File: src/rtl/ipm_distributed_sync_fifo_v1_3.sv
// Single-clock FIFO on distributed RAM with STANDARD or FWFT read mode,
// programmable almost-full/almost-empty thresholds, flush and sticky error flags.
module ipm_distributed_sync_fifo_v1_3 #(
    parameter int unsigned ADDR_WIDTH = 4,
    parameter int unsigned DATA_WIDTH = 32,
    parameter string       READ_MODE  = "STANDARD"
) (
    input  logic                  clk,
    input  logic                  rst_n,
    input  logic                  clr,
    input  logic [DATA_WIDTH-1:0] wr_data,
    input  logic                  wr_en,
    input  logic                  rd_en,
    input  logic [ADDR_WIDTH:0]   af_thresh,
    input  logic [ADDR_WIDTH:0]   ae_thresh,
    output logic [DATA_WIDTH-1:0] rd_data,
    output logic                  full,
    output logic                  empty,
    output logic                  almost_full,
    output logic                  almost_empty,
    output logic [ADDR_WIDTH:0]   water_level,
    output logic                  overflow,
    output logic                  underflow
);

    localparam int unsigned PW    = ADDR_WIDTH + 1;
    localparam int unsigned DEPTH = 1 << ADDR_WIDTH;
    localparam bit          FWFT  = (READ_MODE == "FWFT");

    logic [DATA_WIDTH-1:0] mem_q [DEPTH];

    logic [PW-1:0]         wr_ptr_q, wr_ptr_d;
    logic [PW-1:0]         rd_ptr_q, rd_ptr_d;
    logic [PW-1:0]         level_q, level_d;
    logic                  valid_q, valid_d;
    logic [DATA_WIDTH-1:0] rd_data_q, rd_data_d;
    logic                  ovf_q, ovf_d;
    logic                  udf_q, udf_d;

    logic wr_acc;
    logic rd_acc;
    logic ram_nonempty;
    logic ram_rd;

    // Status flags are compares on the registered level / output-stage state.
    assign full         = (level_q == PW'(DEPTH));
    assign empty        = FWFT ? ~valid_q : (level_q == '0);
    assign almost_full  = (level_q >= af_thresh);
    assign almost_empty = (level_q <= ae_thresh);
    assign water_level  = level_q;
    assign rd_data      = rd_data_q;
    assign overflow     = ovf_q;
    assign underflow    = udf_q;

    assign wr_acc       = wr_en & ~full & ~clr;
    assign rd_acc       = rd_en & ~empty & ~clr;
    assign ram_nonempty = (wr_ptr_q != rd_ptr_q);

    // RAM is read on an accepted read, or in FWFT whenever the stage can take a word.
    assign ram_rd = FWFT ? (~clr & ram_nonempty & (~valid_q | rd_acc)) : rd_acc;

    always_comb begin
        wr_ptr_d  = wr_ptr_q + PW'(wr_acc);
        rd_ptr_d  = rd_ptr_q + PW'(ram_rd);
        level_d   = level_q;
        valid_d   = 1'b0;
        rd_data_d = rd_data_q;
        ovf_d     = ovf_q | (wr_en & full);
        udf_d     = udf_q | (rd_en & empty);

        if (wr_acc && !rd_acc) begin
            level_d = level_q + PW'(1);
        end else if (rd_acc && !wr_acc) begin
            level_d = level_q - PW'(1);
        end

        if (FWFT) begin
            valid_d = ram_rd | (valid_q & ~rd_acc);
        end

        if (ram_rd) begin
            rd_data_d = mem_q[rd_ptr_q[ADDR_WIDTH-1:0]];
        end

        if (clr) begin
            wr_ptr_d  = '0;
            rd_ptr_d  = '0;
            level_d   = '0;
            valid_d   = 1'b0;
            rd_data_d = '0;
            ovf_d     = 1'b0;
            udf_d     = 1'b0;
        end
    end

    always_ff @(posedge clk or negedge rst_n) begin
        if (!rst_n) begin
            wr_ptr_q  <= '0;
            rd_ptr_q  <= '0;
            level_q   <= '0;
            valid_q   <= 1'b0;
            rd_data_q <= '0;
            ovf_q     <= 1'b0;
            udf_q     <= 1'b0;
        end else begin
            wr_ptr_q  <= wr_ptr_d;
            rd_ptr_q  <= rd_ptr_d;
            level_q   <= level_d;
            valid_q   <= valid_d;
            rd_data_q <= rd_data_d;
            ovf_q     <= ovf_d;
            udf_q     <= udf_d;
        end
    end

    // Storage array has no reset; contents are don't-care after reset or flush.
    always_ff @(posedge clk) begin
        if (wr_acc) begin
            mem_q[wr_ptr_q[ADDR_WIDTH-1:0]] <= wr_data;
        end
    end

endmodule

File: config.mk
export PLATFORM = sky130hd
export DESIGN_NAME = ipm_distributed_sync_fifo_v1_3
export DESIGN_NICKNAME = d
export VERILOG_FILES = /design/src/rtl/ipm_distributed_sync_fifo_v1_3.sv
export SDC_FILE = /design/constraint.sdc
export NUM_CORES = 1
export LEC_CHECK = 0
export ABC_AREA = 1
export CAP_MARGIN = 20
export CELL_PAD_IN_SITES_DETAIL_PLACEMENT = 2
export CELL_PAD_IN_SITES_GLOBAL_PLACEMENT = 2
export CORE_MARGIN = 5
export CORE_UTILIZATION = 41
export CTS_CLUSTER_SIZE = 14
export DETAILED_ROUTE_END_ITERATION = 16
export PLACE_DENSITY = 0.76
export SLEW_MARGIN = 15
export SYNTH_ARGS = -nofsm -noshare
export SYNTH_HDL_FRONTEND = slang
export SYNTH_SLANG_ARGS = --single-unit
File: constraint.sdc
create_clock -name clk -period 3.5 [get_ports clk]
set_input_delay 0.35 -clock clk [delete_from_list [all_inputs] [get_ports clk]]
set_output_delay 0.35 -clock clk [all_outputs]
set_load 0.005 [all_outputs]
==> results of run 1 <==
==> flip-flops by register name, summed over array words and instances (netlist names) <==
register     cells
mem_q          512
overflow         1
rd_data         32
rd_ptr_q         4
underflow        1
water_level      5
wr_ptr_q         4
==> power by group <==
group | switching, mW | internal, mW | leakage [nW]
registers | 0.142 | 7.47 | 5.24
clock network | 2.63 | 3.63 | 0.923
logic | 1.52 | 0.770 | 3.79
==> per-stage QoR <==
step | setup WS [ns] | std cells | total power, mW | hold slack, ns
2_1_floorplan | 0.754 | 1993 | 9.01 | 0.0544
3_3_place_gp | 0.759 | 2777 | 9.85 | 0.462
3_5_place_dp | 0.616 | 2777 | 10.0 | 0.466
4_1_cts | 0.573 | 2889 | 16.3 | 0.399
5_1_grt | 0.491 | 2889 | 16.9 | 0.356
6_report | 0.636 | 2889 | 16.2 | 0.300
==> cell families (layout without fill, tap and decap cells) <==
logic type      after synthesis  count (layout)  share of synthesized area
flops                       559             559                      0.727
simple gates               1125            1125                      0.198
xor+xnor                      3               3                    0.00115
fa+ha+maj                    19              19                     0.0108
buf+inv                     165             313                     0.0352
compound gates              122             122                     0.0270
==> metal layers <==
metal	wire (um)	part of all wire
met5	0	0
met1	30400	0.40
met3	3500	0.047
met2	39100	0.52
met4	2160	0.029
==> final cells by class <==
class	instances	area, sq um
Timing Repair Buffer	140	1390
Clock buffer	97	1720
Tap cell	748	936
Sequential cell	559	16600
Fill cell	5544	28500
Clock inverter	14	181
Inverter	62	239
Multi-Input combinational cell	1269	5530
==> what timing repair did <==
item	CTS	global route
setup buffers	0	0
hold buffers	1	0
endpoints found under the hold margin	22	0
==> cells in the mapped netlist <==
master      n  area share
inv_2       3     0.00049
a21oi_1    11      0.0024
nand2_1   626        0.10
o21ai_1     3     0.00066
nor3_1      1     0.00022
nor2_1    266       0.044
o22ai_1     1     0.00028
o21bai_1    1     0.00033
buf_6       9      0.0045
buf_2      35      0.0077
inv_1      59      0.0097
dfrtp_1    47       0.052
nand3_1   231       0.051
edfxtp_1  512        0.68
xnor2_1     3      0.0012
ha_1       18      0.0099
nor2_2      1     0.00028
o21ai_0   106       0.023
clkbuf_1   30      0.0049
buf_1      10      0.0016
fa_1        1     0.00088
buf_4      19      0.0063
==> path summary, 6_finish.rpt <==
check                                  to  slack (ns)
max                           almost_full        0.64
max reg2reg                water_level[4]        0.91
min reg2reg                   rd_data[19]        0.48
min in group clk                 overflow        0.42
max in group asynchronous     rd_ptr_q[0]        2.38
min                           rd_data[18]        0.30
==> worst max-delay path, cell delays in order (launching register included) <==
cell and delay [ns]:
dfrtp_1 0.49, inv_1 0.14, ha_1 0.28, o21ai_0 0.16, nand2_1 0.07, nand2_1 0.06
nand2_1 0.06, a21oi_1 0.13, o21bai_1 0.08, clkdlybuf4s50_1 0.44
==> flow_summary.yaml, run 1 <==
pwr:
  power.leakage_nw: 9.96
  irDropWorstVdd_uv: 414
  power.density_mw_per_mm2: 609
final_layout:
  final_util: 0.482
  diodes: 0
  synthToLayoutAreaGrowth_pct: 16.7
  fin_nets: 2157
  layout_common_cells: "nand2_1, edfxtp_1, nor2_1"
  design_area_sq_mm: 0.0266
  drive_gt1_frac: 0.0724
  layout_commonest_cell: "nand2_1"
clocking:
  clk_pin_slew_ns: 0.06
  cts_buffers: 59
  clockRootBuffer: "clkbuf_16"
  cts_tree: "yes"
  clk_latency_ns: 0.63
  cts_max_path_buffers: 3
  htreeDepth: 2
  cts-resized-gates: 0
  clock-sinks: 559
setup_path:
  crit_path_end_kind: "primary output"
  cp.arrival_ns: 2.51
  r2r-start: "water_level[1]"
  worstSetupPathType: "flop to primary output"
  required_ns: 3.15
  cp_max_fo: 7
  startpoint_type: "flop"
  cp-startpoint: "water_level[0]"
  r2r_cells: 14
routing:
  vias: 15900
  via_per_inst: 5.49
  totalWireLength_um: 75200
  route.detailed.drc: 0
  ant_nets: 0
  first_pass_iters: 4
  wl_per_cell_um: 26.0
  drtIter0Drc: 1175
floorplan:
  start_util: 0.413
  die_w_um: 246
  dieHeight_um: 246
  io_pins: 90
  core_sq_mm: 0.0551
  dieArea_sq_mm: 0.0603
  rows: 86
placed_design:
  post_dp_cell_area_sq_mm: 0.0246
  io_buffers: 89
  gp_congestion: 0.739
  hpwl_um: 43600
yosys:
  yosys_warnings: 0
  ys_seq_elements: 559
  yosysSeqAreaShare: 0.727
  synth_cell_type_count: 22
  synth_area_sq_mm: 0.0228
  syn_nets: 2059
  postSynthAreaPerCell_sq_um: 11.4
  netlist_instances: 1993
sta:
  max_slew.worst_pin.slew_ns: 1.06
  setup_tns_ns: 0
  min_period_ns: 2.86
  final-max-slew-violation-count: 0
  slew_headroom: 0.294
  skew_ns: 0.0188
  setup_viol: 0
  timing.fmax_mhz: 349
  rsz0062_at_grt: "no"
  hold_viol_final: 0
  finalCritPeriodShare: 0.818
global_routing:
  met3_usage: 0.0277
  grt.total_usage: 0.248
  grt_use_met1: 0.317
  antenna_found_initial: 0
  grt_pass1_vias: 18000
  gr-total-overflow: 0
  grt.busiest_layer: "met2"
  grt.met2_usage: 0.448
  grt_max_degree: 211
  grt_first_pass_wirelength_um: 113000
min_path:
  min_path_type: "input port to async pin"
run:
  max-cap-violations: 0
run_status:
  outcome: "complete, no violations"
Note: power is estimated with default switching activity, not from simulation.
==> run 2, diff against run 1 <==
Settings changed: CORE_UTILIZATION 41 to 37, PLACE_DENSITY 0.76 to 0.73.
Clock period 3.5 ns to 2.5 ns, I/O delays scaled along.
==> flow_summary.yaml, run 2 (same netlist as run 1, synthesis figures left out) <==
sta:
  final-max-slew-violation-count: 0
  hold_viol_final: 0
  min_period_ns: 2.39
  setup_viol: 0
  skew_ns: 0.0151
  finalCritPeriodShare: 0.955
  timing.fmax_mhz: 419
  slew_headroom: 0.404
  max_slew.worst_pin.slew_ns: 0.891
clocking:
  clock-sinks: 559
  clk_latency_ns: 0.62
  cts_tree: "yes"
  clk_pin_slew_ns: 0.06
  htreeDepth: 2
  cts_buffers: 60
  cts_max_path_buffers: 3
  clockRootBuffer: "clkbuf_16"
global_routing:
  grt.met2_usage: 0.395
  grt_pass1_vias: 17700
  grt_first_pass_wirelength_um: 111000
  antenna_found_initial: 0
  grt.total_usage: 0.219
  grt_max_degree: 107
  gr-total-overflow: 0
  grt_use_met1: 0.277
  met3_usage: 0.0282
  grt.busiest_layer: "met2"
routing:
  vias: 15700
  via_per_inst: 5.31
  first_pass_iters: 5
  drtIter0Drc: 992
  totalWireLength_um: 73400
  ant_nets: 0
  route.detailed.drc: 0
  wl_per_cell_um: 24.8
pwr:
  p_switching_mw: 6.09
  irDropWorstVdd_uv: 581
  power.leakage_nw: 10.1
  power.density_mw_per_mm2: 833
  combPwrFrac: 0.153
  pwr-share-seq: 0.471
  internal_power_mw: 16.4
  clkPwrFrac: 0.376
  swShare: 0.271
floorplan:
  io_pins: 90
  dieHeight_um: 258
  start_util: 0.371
  rows: 91
  die_w_um: 258
  dieArea_sq_mm: 0.0666
  core_sq_mm: 0.0613
final_layout:
  design_area_sq_mm: 0.0270
  layout_common_cells: "nand2_1, edfxtp_1, nor2_1"
  final_util: 0.441
  diodes: 0
  layout_commonest_cell: "nand2_1"
  fin_nets: 2182
  largest_register_ffs: 512
  synthToLayoutAreaGrowth_pct: 18.8
  drive_gt1_frac: 0.0849
run:
  max-cap-violations: 0
placed_design:
  post_dp_cell_area_sq_mm: 0.0251
  gp_congestion: 0.759
  hpwl_um: 44900
  io_buffers: 89
setup_path:
  crit_path_end_kind: "primary output"
  required_ns: 2.25
  startpoint_type: "flop"
  cp_max_fo: 4
  worstSetupPathType: "flop to primary output"
  cp.arrival_ns: 2.14
  r2r_end: "water_level[4]"
  r2r_cells: 14
  rrSetupSlack_ns: 0.21
  r2r-start: "water_level[0]"
min_path:
  min_path_type: "input port to async pin"
run_status:
  outcome: "complete, no violations"
run 2: changes by cell type in the layout (fill, tap and decap cells not counted), sizes merged:
cell | before | now
buf | 51 | 75
clkbuf | 97 | 74
clkinv | 10 | 33
clkinvlp | 0 | 3
clkdlybuf4s50 | 88 | 86
dlygate4sd2 | 0 | 2
bufinv | 4 | 3
inv | 62 | 63
run 2: what timing repair did:
| item | in CTS | in global routing |
|---|---|---|
| endpoints found under the setup margin | 2 | 3 |
| buffers inserted | 1 | 5 |
| pin swaps | 0 | 2 |
| gates resized for setup | 3 | 7 |
| hold buffers | 1 | 0 |
| hold endpoints to repair | 17 | 0 |
run 2: power by group through the flow:
stage,clock network (mW),logic (mW),registers [mW]
4_1_cts,8.64,3.45,10.6
3_5_place_dp,0,3.38,10.8
5_1_grt,9.11,3.81,10.6
3_3_place_gp,0,3.20,10.8
2_1_floorplan,0,1.82,10.8
6_report,8.46,3.45,10.6
run 2: worst max-delay path: stages (launching register included):
cell and delay (ns):
dfrtp_1 0.40, buf_6 0.14, buf_4 0.13, ha_1 0.28, nand2_1 0.05, nor3_1 0.12
o22ai_1 0.12, dlygate4sd2_1 0.28
run 2: through the flow:
stage / std cells / hold slack (ns) / worst slack, ns / setup TNS, ns / total power, mW
final: 2958 / 0.157 / 0.113 / 0 / 22.5
after global routing: 2958 / 0.221 / -0.00594 / -0.00594 / 23.5
after CTS: 2953 / 0.158 / 0.0226 / 0 / 22.7
after detailed placement: 2837 / 0.282 / 0.0221 / 0 / 14.2
after global placement: 2837 / 0.272 / 0.0992 / 0 / 14.0
after floorplan: 1993 / -0.0456 / -0.246 / -126.12 / 12.6
run 2: layout make-up:
cell class / instances / area (sq um)
clock buffer: 74 / 1580
clock inverter: 40 / 263
fill: 6213 / 34200
inverter: 62 / 239
multi-input combinational: 1269 / 5550
sequential: 559 / 16600
tap: 790 / 988
timing repair buffer: 164 / 1870
run 2: how the worst max path moves through the flow:
stage	start	to	slack (ns)
after floorplan	water_level[2]	mem_q[0][0]	-0.25
after global placement	wr_en	water_level[4]	0.1
after detailed placement	wr_en	mem_q[5][16]	0.02
after CTS	water_level[0]	almost_full	0.02
after global routing	water_level[1]	almost_full	-0.006
final	water_level[1]	almost_empty	0.11
run 2: per-layer routing:
layer  part of all wire  up-vias
li1                   -     7028
met1               0.42     8246
met2               0.52      317
met3              0.037      113
met4              0.024        0
met5                  0        -
==> run 3, diff against run 2 <==
Settings changed: CORE_UTILIZATION 37 to 45, PLACE_DENSITY 0.73 to 0.83.
Clock period 2.5 ns to 3.03 ns, I/O delays scaled along.
==> flow_summary.yaml, run 3 (same netlist as run 1, synthesis figures left out) <==
run_status:
  outcome: "complete, no violations"
sta:
  timing.hold.ws_ns: 0.208
  max_slew.worst_pin.slew_ns: 1.07
  timing.fmax_mhz: 354
  hold_viol_final: 0
  min_period_ns: 2.83
  rsz0062_at_grt: "no"
  setup_tns_ns: 0
  skew_ns: 0.0195
  finalCritPeriodShare: 0.933
  slew_headroom: 0.289
  setup_viol: 0
  final-max-slew-violation-count: 0
global_routing:
  gr-total-overflow: 0
  grt_max_degree: 182
  grt.total_usage: 0.304
  grt_pass1_vias: 18800
  antenna_found_initial: 0
  grt_first_pass_wirelength_um: 126000
routing:
  dr_wl_met2_um: 43700
  topRoutingLayerUsed: "met4"
  first_pass_iters: 5
  drtIter0Drc: 1595
  totalWireLength_um: 85400
  ant_nets: 0
  wl_met1_um: 33300
  wl_per_cell_um: 30.3
  via_per_inst: 5.91
  wl_met3_um: 5120
  vias: 16600
  route.detailed.drc: 0
placed_design:
  io_buffers: 89
  hpwl_um: 45800
  gp_congestion: 0.765
  dp.cells: 2704
setup_path:
  cp_max_fo: 7
  rrSetupSlack_ns: 0.35
  required_ns: 2.73
  crit_path_end_kind: "primary output"
  worstSetupPathType: "flop to primary output"
  startpoint_type: "flop"
  cp.arrival_ns: 2.52
floorplan:
  die_w_um: 235
  io_pins: 90
  dieHeight_um: 235
  dieArea_sq_mm: 0.0552
  core_sq_mm: 0.0501
  start_util: 0.454
  rows: 82
final_layout:
  layout.cells.non_filler: 2815
  layout_common_cells: "nand2_1, edfxtp_1, nor2_1"
  nFillCells: 4875
  synthToLayoutAreaGrowth_pct: 16.7
  fin_nets: 2159
  multi_input_area_sq_mm: 0.00553
  ff_latch_area_sq_mm: 0.0166
  drive_gt1_frac: 0.0784
  layout_commonest_cell: "nand2_1"
  largest_register_ffs: 512
clocking:
  clockRootBuffer: "clkbuf_16"
  clk_pin_slew_ns: 0.07
  cts_buffers: 58
  htreeDepth: 2
  cts_max_path_buffers: 3
  clk_latency_ns: 0.64
  cts_tree: "yes"
  clock-sinks: 559
  cts_setup_buffers: 0
pwr:
  irDropWorstVdd_uv: 504
  power.leakage_nw: 10.0
  power.density_mw_per_mm2: 725
run:
  max-cap-violations: 0
min_path:
  min_path_type: "input port to async pin"
-- run 3: cell types whose count changed in the layout (fill, tap and decap cells not counted), moves of 3 or more --
cell / change
clkinvlp_4: -3
clkinv_1: -20
bufinv_16: +3
clkbuf_8: +10
clkbuf_1: +6
buf_12: -22
-- run 3: what timing repair did --
item	in CTS	in global routing
hold endpoints to repair	19	0
setup endpoints to repair	0	1
resized for setup	0	1
hold buffers	1	0
-- run 3: final timing paths --
path,start,end,depth (start not counted)
hold reg to reg,rd_data[19],rd_data[19],2
setup reg to reg,rd_ptr_q[1],rd_data[30],9
min in group clk,wr_en,overflow,3
max in group asynchronous,rst_n,rd_data[6],3
setup / recovery,water_level[2],almost_empty,5
hold / removal,rst_n,rd_data[23],2
-- run 3: power breakdown --
part	total, mW	switching (mW)	internal [mW]
clock network	7.59	3.25	4.34
logic	2.85	1.95	0.902
registers	8.80	0.175	8.63
-- run 3: routing by layer --
| layer | vias to the layer above | global-route usage |
|---|---|---|
| li1 | 6981 | - |
| met1 | 8721 | 0.380 |
| met2 | 719 | 0.531 |
| met3 | 206 | 0.0528 |
| met4 | 0 | 0.117 |
| met5 | - | 0 |
-- run 3: metrics by stage --
stage / util / area [sq um] / total power, mW / setup WS (ns)
global route: 0.530 / 26500 / 19.9 / 0.0956
detailed placement: 0.491 / 24600 / 11.6 / 0.220
floorplan: - / 22800 / 10.4 / 0.284
finish: 0.530 / 26600 / 19.2 / 0.202
CTS: 0.530 / 26500 / 19.3 / 0.103
global placement: 0.491 / 24600 / 11.4 / 0.394
-- run 3: critical path, stage by stage (launching register included) --
cell and delay (ns):
dfrtp_1 0.49, ha_1 0.37, a21oi_1 0.19, o21ai_0 0.14, o22ai_1 0.18, clkdlybuf4s50_1 0.54
-- run 3: layout make-up --
type | instances | share of cell area
flip-flops and latches | 559 | 0.624
diodes | 1 | 0.0000942
clock buffers | 88 | 0.0635
clock inverters | 21 | 0.00980
repair buffers | 143 | 0.0539
multi-input cells | 1269 | 0.208
well taps | 672 | 0.0317
inverters | 62 | 0.00900
